## src/rtl/pc_fetch_ctrl.sv

```systemverilog
// Fetch-stage PC sequencer: chooses sequential / JAL / branch-redirect / hold each cycle,
// drives the icache read port and tags the returned word as valid or squashed for decode.
module pc_fetch_ctrl #(
  parameter logic [31:0] RESET_PC = 32'h4000_0000
) (
  input  logic        clk,
  input  logic        rst,
  output logic        icache_re,
  output logic [31:0] icache_addr,
  input  logic        icache_stall,
  input  logic        pipe_stall,
  input  logic        dec_jump,
  input  logic [31:0] dec_target,
  input  logic        ex_redirect,
  input  logic [31:0] ex_target,
  output logic        if_valid,
  output logic [31:0] if_pc,
  output logic        flush_id
);

  typedef enum logic [1:0] {BOOT, RUN, WAIT, PEND} state_t;

  state_t      state, state_nxt;
  logic [31:0] pc, pc_nxt;
  logic [31:0] if_pc_nxt;
  logic        if_valid_nxt;
  logic [31:0] pend_pc, pend_pc_nxt;
  logic        pend_ex, pend_ex_nxt;
  logic        redirect;
  logic [31:0] redirect_target;

  // execute-stage redirect always beats a same-cycle JAL, which is on the wrong path
  assign redirect        = ex_redirect | dec_jump;
  assign redirect_target = ex_redirect ? ex_target : dec_target;

  assign icache_re   = ~rst;
  assign icache_addr = pc;
  assign flush_id    = ex_redirect & ~rst & (state != BOOT);

  always_ff @(posedge clk) begin
    if (rst) begin
      state    <= BOOT;
      pc       <= RESET_PC;
      if_pc    <= RESET_PC;
      if_valid <= 1'b0;
      pend_pc  <= 32'h0;
      pend_ex  <= 1'b0;
    end else begin
      state    <= state_nxt;
      pc       <= pc_nxt;
      if_pc    <= if_pc_nxt;
      if_valid <= if_valid_nxt;
      pend_pc  <= pend_pc_nxt;
      pend_ex  <= pend_ex_nxt;
    end
  end

  always_comb begin
    state_nxt    = state;
    pc_nxt       = pc;
    if_pc_nxt    = if_pc;
    if_valid_nxt = if_valid;
    pend_pc_nxt  = pend_pc;
    pend_ex_nxt  = pend_ex;

    case (state)
      BOOT: begin
        if (!icache_stall) begin
          state_nxt    = RUN;
          pc_nxt       = pc + 32'd4;
          if_pc_nxt    = pc;
          if_valid_nxt = 1'b1;
        end
      end

      RUN, WAIT: begin
        if (icache_stall) begin
          // icache cannot take a new address, so a redirect has to be parked
          if_valid_nxt = 1'b0;
          if (redirect) begin
            state_nxt   = PEND;
            pend_pc_nxt = redirect_target;
            pend_ex_nxt = ex_redirect;
          end else begin
            state_nxt = WAIT;
          end
        end else begin
          state_nxt = RUN;
          if (redirect) begin
            pc_nxt       = redirect_target;
            if_pc_nxt    = pc;
            if_valid_nxt = 1'b0;
          end else if (!pipe_stall) begin
            pc_nxt       = pc + 32'd4;
            if_pc_nxt    = pc;
            if_valid_nxt = 1'b1;
          end
        end
      end

      PEND: begin
        if_valid_nxt = 1'b0;
        // a pending branch target is never displaced by a younger JAL
        if (ex_redirect) begin
          pend_pc_nxt = ex_target;
          pend_ex_nxt = 1'b1;
        end else if (dec_jump && !pend_ex) begin
          pend_pc_nxt = dec_target;
        end
        if (!icache_stall) begin
          state_nxt   = RUN;
          pc_nxt      = pend_pc_nxt;
          if_pc_nxt   = pc;
          pend_ex_nxt = 1'b0;
        end
      end

      default: state_nxt = BOOT;
    endcase
  end

endmodule

```

## config.mk

```make
export PLATFORM = sky130hd
export DESIGN_NAME = pc_fetch_ctrl
export DESIGN_NICKNAME = d
export VERILOG_FILES = /design/src/rtl/pc_fetch_ctrl.sv
export SDC_FILE = /design/constraint.sdc
export NUM_CORES = 1
export LEC_CHECK = 0
export ABC_AREA = 1
export CAP_MARGIN = 20
export CORE_ASPECT_RATIO = 2
export CORE_UTILIZATION = 43
export DETAILED_ROUTE_END_ITERATION = 7
export GPL_TIMING_DRIVEN = 0
export PLACE_DENSITY = 0.72
export SYNTH_ARGS = -nofsm -noshare
export SYNTH_HDL_FRONTEND = slang
export SYNTH_SLANG_ARGS = --single-unit
```

## constraint.sdc

```tcl
create_clock -name clk -period 1.85 [get_ports clk]
set_clock_uncertainty 0.2 [all_clocks]
set_input_delay 0.37 -clock clk [delete_from_list [all_inputs] [get_ports clk]]
set_output_delay 0.37 -clock clk [all_outputs]
set_load 0.02 [all_outputs]
```

==> results of run 1 <==
[sequential cells by signal (all words and copies together), names as in the netlist]
signal and count:
pend_ex 1, if_valid 1, icache_addr 32, pend_pc 32
if_pc 32, state 2
[kinds of logic (layout without fill, tap and decap cells)]
family                   count (synthesis)  in the layout
AND/OR/NAND/NOR                        539            539
AO/OA/AOI/OAI                          260            260
buffers and inverters                  121            292
flip-flops                             100            100
XOR/XNOR                                 5              5
adder cells (fa/ha/maj)                  4              4
[worst reg2reg max path, stage by stage (launching register included)]
cell and delay (ps):
dfxtp_4 370, ha_2 180, buf_6 110, clkinvlp_4 120, buf_6 150, buf_6 150
nor2_1 130, nand2_1 110, nand2_2 90, a21oi_2 60, a21oi_1 130
[power by group]
group	internal [W]	leakage, nW	total [W]	switching (W)
clock network	0.000938	0.140	0.00189	0.000953
logic	0.000860	2.82	0.00215	0.00129
registers	0.00240	0.833	0.00264	0.000233
total	0.00420	3.79	0.00668	0.00248
[routing by layer]
layer	global-route usage, %	wire length (microns)	vias to the layer above
li1	-	-	3693
met3	4.32	1310	93
met5	0	0	-
met4	22.8	1610	0
met1	31.5	8280	3407
met2	58.1	12200	375
[layout make-up]
| type | count | area (sq um) | area share [%] |
|---|---|---|---|
| Multi-Input combinational cell | 808 | 3870 | 45.1 |
| Tap cell | 189 | 236 | 2.76 |
| Inverter | 62 | 262 | 3.05 |
| Clock inverter | 6 | 57.6 | 0.671 |
| Sequential cell | 100 | 2040 | 23.7 |
| Buffer | 57 | 418 | 4.87 |
| Timing Repair Buffer | 158 | 1470 | 17.2 |
| Clock buffer | 9 | 225 | 2.63 |
[through the flow]
stage | area, sq um | std cells
2_1_floorplan | 6190 | 1029
3_3_place_gp | 7780 | 1353
3_5_place_dp | 7780 | 1353
4_1_cts | 8170 | 1372
5_1_grt | 8580 | 1389
6_report | 8580 | 1389
[what timing repair did]
action | in CTS | in global routing
setup endpoints to repair | 159 | 86
cloned | 0 | 1
pin swaps | 5 | 25
buffers inserted | 6 | 16
resized for setup | 122 | 124
[worst max path at each step]
stage | from | to | cells after the start
3_3_place_gp | rst | flush_id | 4
2_1_floorplan | state[0] | icache_addr[13] | 9
4_1_cts | state[0] | flush_id | 4
6_report | state[0] | flush_id | 4
5_1_grt | state[0] | icache_addr[21] | 10
3_5_place_dp | rst | flush_id | 4
[cell usage in the layout, fill, tap and decap left out, types with 2 or more instances in the layout]
master | synthesis | layout
a21oi_1 | 126 | 121
a21oi_2 | 0 | 5
buf_2 | 27 | 11
buf_4 | 8 | 31
buf_6 | 3 | 13
buf_8 | 0 | 4
clkbuf_1 | 19 | 12
clkbuf_16 | 0 | 9
clkbuf_2 | 0 | 4
clkbuf_4 | 0 | 4
clkdlybuf4s50_1 | 0 | 65
clkinv_4 | 0 | 4
dfxtp_1 | 100 | 79
dfxtp_2 | 0 | 18
dfxtp_4 | 0 | 3
dlygate4sd2_1 | 0 | 61
dlymetal6s2s_1 | 0 | 8
ha_4 | 0 | 2
inv_1 | 51 | 46
inv_2 | 6 | 9
inv_4 | 2 | 2
inv_8 | 0 | 4
nand2_1 | 279 | 258
nand2_2 | 4 | 22
nand2_4 | 1 | 3
nand3_1 | 61 | 60
nand3_2 | 1 | 2
nand3_4 | 2 | 2
nand3b_1 | 5 | 5
nor2_1 | 172 | 151
nor2_2 | 3 | 19
nor2_4 | 2 | 7
nor3_1 | 3 | 2
o211ai_1 | 2 | 2
o21a_1 | 4 | 4
o21ai_0 | 60 | 48
o21ai_1 | 64 | 72
o21ai_2 | 1 | 4
or2_2 | 4 | 4
xor2_1 | 5 | 5
==> summary.txt, run 1 <==
Outcome
  – Outcome: finished with violations
  – Failing checks: setup timing

Setup path
  – CP top delay family: flip-flops
  – Worst-path cell chain: inv_2 -> ha_4 -> nor3_4 -> buf_6
  – Req. time, crit path: 1280 ps
  – R2R Path Start: state[0]
  – Crit path DAT: 1310 ps
  – CP max FO: 3
  – R2R depth: 10
  – Critical Path Source Type: flop
  – Slowest cell delay on critical path: 370 ps
  – Flop2flop setup slack: -20 ps
  – CP endpoint kind: output port
  – Setup CP Type: flop to output port
  – R2R Path End: icache_addr[29]
  – CP bufs+invs: 2
  – CP max stage cell: dfxtp_4

Floorplanning
  – Site Rows: 61
  – Die Ht: 172 microns
  – Core footprint: 14000 sq um
  – Initial Util: 44.2%
  – Top-level I/O count: 137
  – Die Wd: 86.8 microns
  – Full die area: 14900 sq um

Yosys
  – Combinational family with the most area after synthesis: simple AND/OR/NAND/NOR gates
  – Synth Area in Simple Gates: 35.8%
  – Mux share of post-synthesis cell area: 0%
  – Compound-Gate Fraction of Synth Area: 21.5%
  – Sequential area share after synthesis: 32.4%
  – Post-synth EDFFs: 0
  – Yosys top cell area share: 32.4%
  – Synth Area in Adders: 0.810%
  – Most numerous cell in the Yosys netlist: nand2_1
  – Seq cells post-synth: 100
  – Cells after Synth: 1029
  – Yosys cell types: 35
  – Post-synth top cells: nand2_1 (279), nor2_1 (172), a21oi_1 (126), dfxtp_1 (100), o21ai_1 (64)
  – Synth top area cells: dfxtp_1 (32%), nand2_1 (17%), nor2_1 (10%)
  – Syn nets: 1103
  – Ys async rst share: 0%
  – Cell area after synthesis: 6180 sq um
  – Synth warnings: 0
  – Mean Syn Cell Area: 6.01 sq um
  – Post-synthesis xor/xnor area fraction: 0.709%
  – Synth area leader: dfxtp_1
  – Synth Flop Type: dfxtp_1

STA
  – Fin Hold WS: 276 ps
  – Final hold violations: 0
  – Final worst-path cycle share: 101%
  – Fmax: 533 MHz
  – Slew Viols, Final: 0
  – # setup viols final: 7
  – Final setup margin: -27.6 ps
  – RSZ-0062 raised after global routing: true
  – TNS Setup: -86.9 ps
  – Crit path time final: 1880 ps
  – Slew HR: 52.4%
  – Worst-Margin Slew: 714 ps

Cells and area
  – Antenna Cells: 0
  – Fin nets: 1270
  – Share of layout cells above drive strength 1: 16.1%
  – Post-layout util: 61.4%
  – Layout area overhead: 38.8%
  – Fill count: 1432

Min path
  – Hold path startpoint: if_pc[18]
  – Hold Crit Class: flop to flop
  – Hold endpoint: if_pc[18]
  – Hold Path Depth: 2

Pwr
  – Pwr dens: 778 nW/um^2
  – Tot Pwr: 0.00668 W
  – Pleak: 3.79 nW
  – Peak VDD IR: 0.000543 V

Placed design
  – Setup WS pre-CTS: -794 ps
  – Placer Congestion: 0.965
  – Placed wire-length estimate: 17500 microns
  – Port Buffer Count: 135

CTS
  – Number of CTS-inserted buffers: 9
  – Worst-Skew Late Latency: 360 ps
  – H-tree depth: 3
  – Clock-pin slew on the worst setup and hold paths: 80 ps
  – Clock root buffer: clkbuf_16
  – CTS Hold Bufs: 0
  – CTS Sinks: 100
  – CTS tree: done
  – CTS max path bufs: 2

Flow run
  – # Max-Cap Violations: 0

Global route
  – Vias in the first global route: 7204
  – Largest net degree at the start of global routing: 20
  – Initial antenna violation count: 0
  – GRT Total Usage: 31.5%
  – GRT Residual Overflow: 0
  – First-pass GRT wire length: 35600 microns

Route
  – Wire per inst: 16.9 microns
  – Via Count: 7568
  – Antenna viol nets, final: 0
  – Post-Route WL: 23400 microns
  – Drt first pass iters: 7
  – Drt initial violations: 537
  – Drc violations: 0
  – Vias per cell: 5.45
(Power assumes the default switching activity.)
==> inputs of run 2 (changes only) <==
- PLACE_DENSITY: 0.72 -> 0.7
- REMOVE_ABC_BUFFERS: unset -> 1
- clock period: 1.85 -> 2.41 ns (I/O delays scaled with it)
==> run 2 against run 1 <==
The flow now finishes without violations. Cell area shrank 6.9%. Global-route usage fell by 4.4 points. Core utilization fell by 4.2 points. Sequential power is 24% lower. Worst hold slack about the same. Final cell count shrank 5.0%. Power decreased by 26%. Critical path depth is the same. Largest cell class unchanged. Largest power group unchanged. Highest routed layer unchanged.
==> summary.txt, run 2 (same netlist as run 1, synthesis figures left out) <==
Pwr
  – Sequential Power Share: 40.4% (+0.9 points)
  – Clk pwr share: 29.1% (+0.8 points)
  – Net Sw Power: 0.00181 W (-27%)
  – Peak VDD IR: 0.000386 V (-29%)
  – Switch share: 36.4% (-0.68 points)
  – Power Internal: 0.00316 W (-25%)
  – Logic pwr share: 30.5% (-1.7 points)
  – Pwr dens: 623 nW/um^2 (-20%)
  – Tot Pwr: 0.00498 W (-26%)
  – Pleak: 3.15 nW (-17%)

Global route
  – GRT Total Usage: 27.1% (-4.4 points)
  – GRT Residual Overflow: 0 (unchanged)
  – First-pass GRT wire length: 31800 microns (-11%)
  – Vias in the first global route: 6615 (-8.2%)
  – Initial antenna violation count: 0 (unchanged)
  – Largest net degree at the start of global routing: 65 (+230%)

Setup path
  – CP max FO: 60 (+57)
  – Slowest cell delay on critical path: 350 ps (-20 ps)
  – CP top delay family: buffers and inverters
  – Crit path DAT: 1680 ps (+370 ps)
  – CP max stage cell: dlygate4sd2_1
  – Req. time, crit path: 1730 ps (+450 ps)
  – Worst-path cell chain: buf_2 -> clkinv_8 -> buf_12 -> dlygate4sd2_1
  – Critical Path Source Type: primary input
  – Setup CP Type: primary input to output port
  – CP bufs+invs: 4 (+2)
  – CP endpoint kind: output port

Floorplanning
  – Die Wd: 86.8 microns (unchanged)
  – Site Rows: 61 (unchanged)
  – Die Ht: 172 microns (unchanged)
  – Top-level I/O count: 137 (unchanged)
  – Initial Util: 44.2% (unchanged)
  – Full die area: 14900 sq um (unchanged)
  – Core footprint: 14000 sq um (unchanged)

Placed design
  – Port Buffer Count: 136 (+0.74%)
  – Placer Congestion: 0.952 (-1.3%)
  – Dpl cell area: 7540 sq um (-3.0%)
  – Placed wire-length estimate: 13600 microns (-22%)

Outcome
  – Outcome: complete, no violations

Cells and area
  – Antenna Cells: 0 (unchanged)
  – Fill count: 1407 (-1.7%)
  – Share of layout cells above drive strength 1: 5.40% (-11 points)
  – Commonest non-fill, non-tap cells in the layout: nand2_1 (276), nor2_1 (172), clkdlybuf4s50_1 (132), a21oi_1 (126), dfxtp_1 (100)
  – Layout area overhead: 29.3%
  – Most common cell after layout, fill and taps aside: nand2_1
  – Design Area, Final: 7990 sq um (-6.9%)
  – Fin nets: 1200 (-5.5%)

CTS
  – H-tree depth: 3 (unchanged)
  – CTS Sinks: 100 (unchanged)
  – CTS tree: done
  – CTS max path bufs: 2 (unchanged)
  – Number of CTS-inserted buffers: 9 (unchanged)
  – Clock root buffer: clkbuf_16
  – Worst-Skew Late Latency: 360 ps (about the same)
  – Clock-pin slew on the worst setup and hold paths: 80 ps (about the same)

Route
  – Vias per cell: 5.35 (-1.9%)
  – Drt initial violations: 510 (-5.0%)
  – Antenna viol nets, final: 0 (unchanged)
  – Post-Route WL: 20000 microns (-15%)
  – Drc violations: 0 (unchanged)
  – Drt first pass iters: 4 (-3)
  – Via Count: 7052 (-6.8%)
  – Wire per inst: 15.2 microns (-10%)

STA
  – Worst-Margin Slew: 587 ps (-127 ps)
  – Crit path time final: 2360 ps
  – Slew HR: 60.7% (+8.2 points)
  – Final worst-path cycle share: 97.9%
  – Fmax: 424 MHz
  – RSZ-0062 raised after global routing: false
  – Slew Viols, Final: 0 (unchanged)
  – Final hold violations: 0 (unchanged)
  – # setup viols final: 0 (-7)

Min path
  – Hold Crit Class: flop to flop

Flow run
  – # Max-Cap Violations: 0 (unchanged)
-- run 2: cell types whose count changed in the layout (fill, tap and decap cells not counted), moves of 16 or more --
cell             previous run  this run
buf_4                      31         3
clkdlybuf4s50_1            65       132
dfxtp_1                    79       100
dfxtp_2                    18         0
dlygate4sd2_1              61         2
nand2_1                   258       276
nand2_2                    22         5
nor2_1                    151       172
nor2_2                     19         3
-- run 2: cell type report --
class	count	area [sq um]	share of cell area, %
multi-input cells	810	3710	46.5
flip-flops and latches	100	2000	25.1
repair buffers	142	1450	18.2
inverters	62	298	3.73
well taps	189	236	2.96
clock buffers	9	225	2.82
clock inverters	6	57.6	0.720
repair inverters	1	5.00	0.0626
-- run 2: tightest hold or removal path, delay by kind of cell (launching register included) --
family | cells | cell delay, ps
flops | 1 | 320
simple gates | 1 | 60
compound gates | 1 | 50
-- run 2: through the flow --
| step | util, % | hold WS [ps] | TNS (ps) | cells | worst slack (ps) |
|---|---|---|---|---|---|
| 6_report | 57.2 | 277 | 0 | 1319 | 50.2 |
| 5_1_grt | 57.2 | 302 | 0 | 1319 | 3.17 |
| 4_1_cts | 56.6 | 275 | -0.282 | 1314 | -0.282 |
| 3_5_place_dp | 54.0 | 263 | -99130 | 1298 | -1540 |
| 3_3_place_gp | 53.5 | 254 | -207880 | 1295 | -2700 |
| 2_1_floorplan | - | 233 | -18100 | 970 | -632 |
-- run 2: final timing paths --
kind	endpoint	slack (ps)	depth (start not counted)	startpoint
worst min-delay path	pend_ex	280	2	pend_ex
worst min register to register	pend_ex	280	2	pend_ex
worst max register to register	icache_addr[1]	130	9	state[0]
worst max-delay path	icache_re	50	4	rst
-- run 2: power by group through the flow --
stage               sequential, W  combinational (W)  clock (W)
floorplan                 0.00213           0.000716          0
global placement          0.00204            0.00141          0
detailed placement        0.00204            0.00144          0
CTS                       0.00201            0.00147    0.00145
global route              0.00203            0.00168    0.00151
finish                    0.00201            0.00152    0.00145
-- run 2: timing repair --
action / CTS / global route
gates resized for setup: 29 / 11
gates cloned: 0 / 3
pin swaps: 0 / 3
setup endpoints to repair: 99 / 65
hold buffers: 0 / 0
buffers inserted: 1 / 2
-- run 2: per-layer routing --
layer | wire length [microns] | vias up | part of all wire, % | track usage (%)
li1 | - | 3552 | - | -
met4 | 964 | 0 | 4.8 | 15.1
met5 | 0 | - | 0 | 0
met3 | 947 | 62 | 4.7 | 3.02
met2 | 10200 | 262 | 51 | 47.4
met1 | 7860 | 3176 | 39 | 31.6
==> inputs of run 3 (changes only) <==
- ABC_CLOCK_PERIOD_IN_PS: unset -> 2410
- CORE_UTILIZATION: 43 -> 55
- PLACE_DENSITY: 0.7 -> 0.86
==> run 3 against run 2 <==
Combinational power barely moved. First-iteration DRC count increased by 14%. Die area down 21%. Sequential share of layout area increased by 0.067 points. Sequential power barely moved. Core utilization increased by 16 points.
==> summary.txt, run 3 (same netlist as run 1, synthesis figures left out) <==
Outcome
  – Outcome: complete, no violations

Floorplanning
  – Full die area: 11700 sq um (-21%)
  – Site Rows: 54 (-11%)
  – Core footprint: 10900 sq um (-22%)
  – Initial Util: 56.5% (+12 points)
  – Die Wd: 77.0 microns (-11%)
  – Die Ht: 152 microns (-11%)
  – Top-level I/O count: 137 (unchanged)

Setup path
  – R2R depth: 8 (-1)
  – R2R Path Start: state[1]
  – Worst-path cell chain: buf_2 -> clkinv_8 -> buf_16 -> dlygate4sd2_1
  – Req. time, crit path: 1730 ps (about the same)
  – Slowest cell delay on critical path: 360 ps (about the same)
  – Crit path DAT: 1710 ps (+30 ps)
  – Critical Path Source Type: primary input
  – CP endpoint kind: output port
  – Setup CP Type: primary input to output port
  – CP max stage cell: dlygate4sd2_1
  – Crit path launch: rst
  – CP max FO: 63 (+5.0%)
  – R2R Path End: icache_addr[10]
  – Flop2flop setup slack: 180 ps (+50 ps)

Global route
  – Largest net degree at the start of global routing: 65 (unchanged)
  – First-pass GRT wire length: 31300 microns (-1.6%)
  – Initial antenna violation count: 0 (unchanged)
  – GRT Residual Overflow: 0 (unchanged)
  – GRT Total Usage: 33.2% (+6.2 points)
  – Vias in the first global route: 6626 (+0.17%)

Route
  – Drt initial violations: 579 (+14%)
  – Vias per cell: 5.76 (+7.7%)
  – Antenna viol nets, final: 0 (unchanged)
  – Via Count: 7324 (+3.9%)
  – Post-Route WL: 19700 microns (-1.7%)
  – Drt first pass iters: 6 (+2)
  – Drc violations: 0 (unchanged)
  – Wire per inst: 15.5 microns (+1.9%)

STA
  – Worst-Margin Slew: 581 ps (-5.71 ps)
  – # setup viols final: 0 (unchanged)
  – Slew Viols, Final: 0 (unchanged)
  – TNS Setup: 0 ps (unchanged)
  – Slew HR: 61.0% (+0.38 points)
  – Final worst-path cycle share: 99.1% (+1.2 points)
  – RSZ-0062 raised after global routing: false
  – Final setup margin: 21.0 ps (-29.3 ps)
  – Fin Hold WS: 273 ps (-3.91 ps)
  – Final hold violations: 0 (unchanged)
  – Fmax: 419 MHz (-1.2%)
  – Crit path time final: 2390 ps (+29.3 ps)

Pwr
  – Peak VDD IR: 0.000435 V (+12%)
  – Pleak: 3.16 nW (+0.27%)
  – Pwr dens: 625 nW/um^2 (+0.35%)

Min path
  – Hold Crit Class: flop to flop
  – Hold Path Depth: 2 (unchanged)
  – Hold endpoint: pend_ex
  – Hold path startpoint: pend_ex

CTS
  – CTS tree: done
  – Number of CTS-inserted buffers: 9 (unchanged)
  – CTS Sinks: 100 (unchanged)
  – Worst-Skew Late Latency: 360 ps (about the same)
  – CTS max path bufs: 2 (unchanged)
  – Clock root buffer: clkbuf_16
  – H-tree depth: 3 (unchanged)
  – CTS Hold Bufs: 0 (unchanged)
  – Clock-pin slew on the worst setup and hold paths: 80 ps (about the same)

Cells and area
  – Layout area overhead: 29.0%
  – Antenna Cells: 0 (unchanged)
  – Design Area, Final: 7970 sq um (-0.27%)
  – Commonest non-fill, non-tap cells in the layout: nand2_1 (275), nor2_1 (172), clkdlybuf4s50_1 (132), a21oi_1 (126), dfxtp_1 (100)
  – Share of layout cells above drive strength 1: 5.57% (+0.17 points)
  – Finished Layout Cells: 1272 (-3.6%)
  – Fin nets: 1201 (+0.083%)
  – Most common cell after layout, fill and taps aside: nand2_1

Placed design
  – Placer Congestion: 0.939 (-1.3%)
  – Dpl cell area: 7520 sq um (-0.28%)
  – Setup WS pre-CTS: -1520 ps (+13.8 ps)
  – Placed wire-length estimate: 13200 microns (-2.5%)
  – Port Buffer Count: 136 (unchanged)
  – Placed cells: 1250 (-3.7%)

Flow run
  – # Max-Cap Violations: 0 (unchanged)
==> run 3: how the worst max path moves through the flow <==
stage,slack (ps),cells after the start,endpoint
4_1_cts,9,9,icache_addr[0]
3_3_place_gp,-2600,3,icache_re
2_1_floorplan,-630,8,pend_ex
5_1_grt,7,4,icache_re
6_report,20,4,icache_re
3_5_place_dp,-1520,10,pend_ex
==> run 3: report_power, final <==
part           total (W)  leakage (nW)  switching [W]  internal, W
Clock            0.00143         0.132       0.000705     0.000721
Sequential       0.00201         0.824       0.000179      0.00184
Combinational    0.00154          2.20       0.000921     0.000618
==> run 3: per-stage QoR <==
step           power (W)  util (%)
6_report         0.00498      72.8
5_1_grt          0.00522      72.8
4_1_cts          0.00489      71.9
3_5_place_dp     0.00347      68.7
3_3_place_gp     0.00343      67.7
2_1_floorplan    0.00285         -
==> run 3: layout make-up <==
class	count	area, sq um
Clock buffer	10	229
Clock inverter	6	52.6
Fill cell	955	2980
Inverter	62	295
Multi-Input combinational cell	810	3730
Sequential cell	100	2000
Tap cell	140	175
Timing Repair Buffer	143	1480
Timing Repair inverter	1	5.00
==> run 3: what timing repair did <==
action | 4_1_cts | 5_1_grt
gates resized for setup | 33 | 11
endpoints found under the setup margin | 101 | 59
buffers inserted | 1 | 2
cloned | 0 | 3
pin swaps | 0 | 3
==> run 3: metal layers <==
| metal | track usage [%] | vias up | part of all wire [%] |
|---|---|---|---|
| li1 | - | 3541 | - |
| met1 | 38.1 | 3335 | 37 |
| met2 | 57.4 | 377 | 51 |
| met3 | 3.60 | 71 | 6.1 |
| met4 | 21.4 | 0 | 5.6 |
| met5 | 0 | - | 0 |
==> run 3: critical path: cells and delay by family <==
kind | cells | cell delay [ps]
buffers and inverters | 4 | 1180
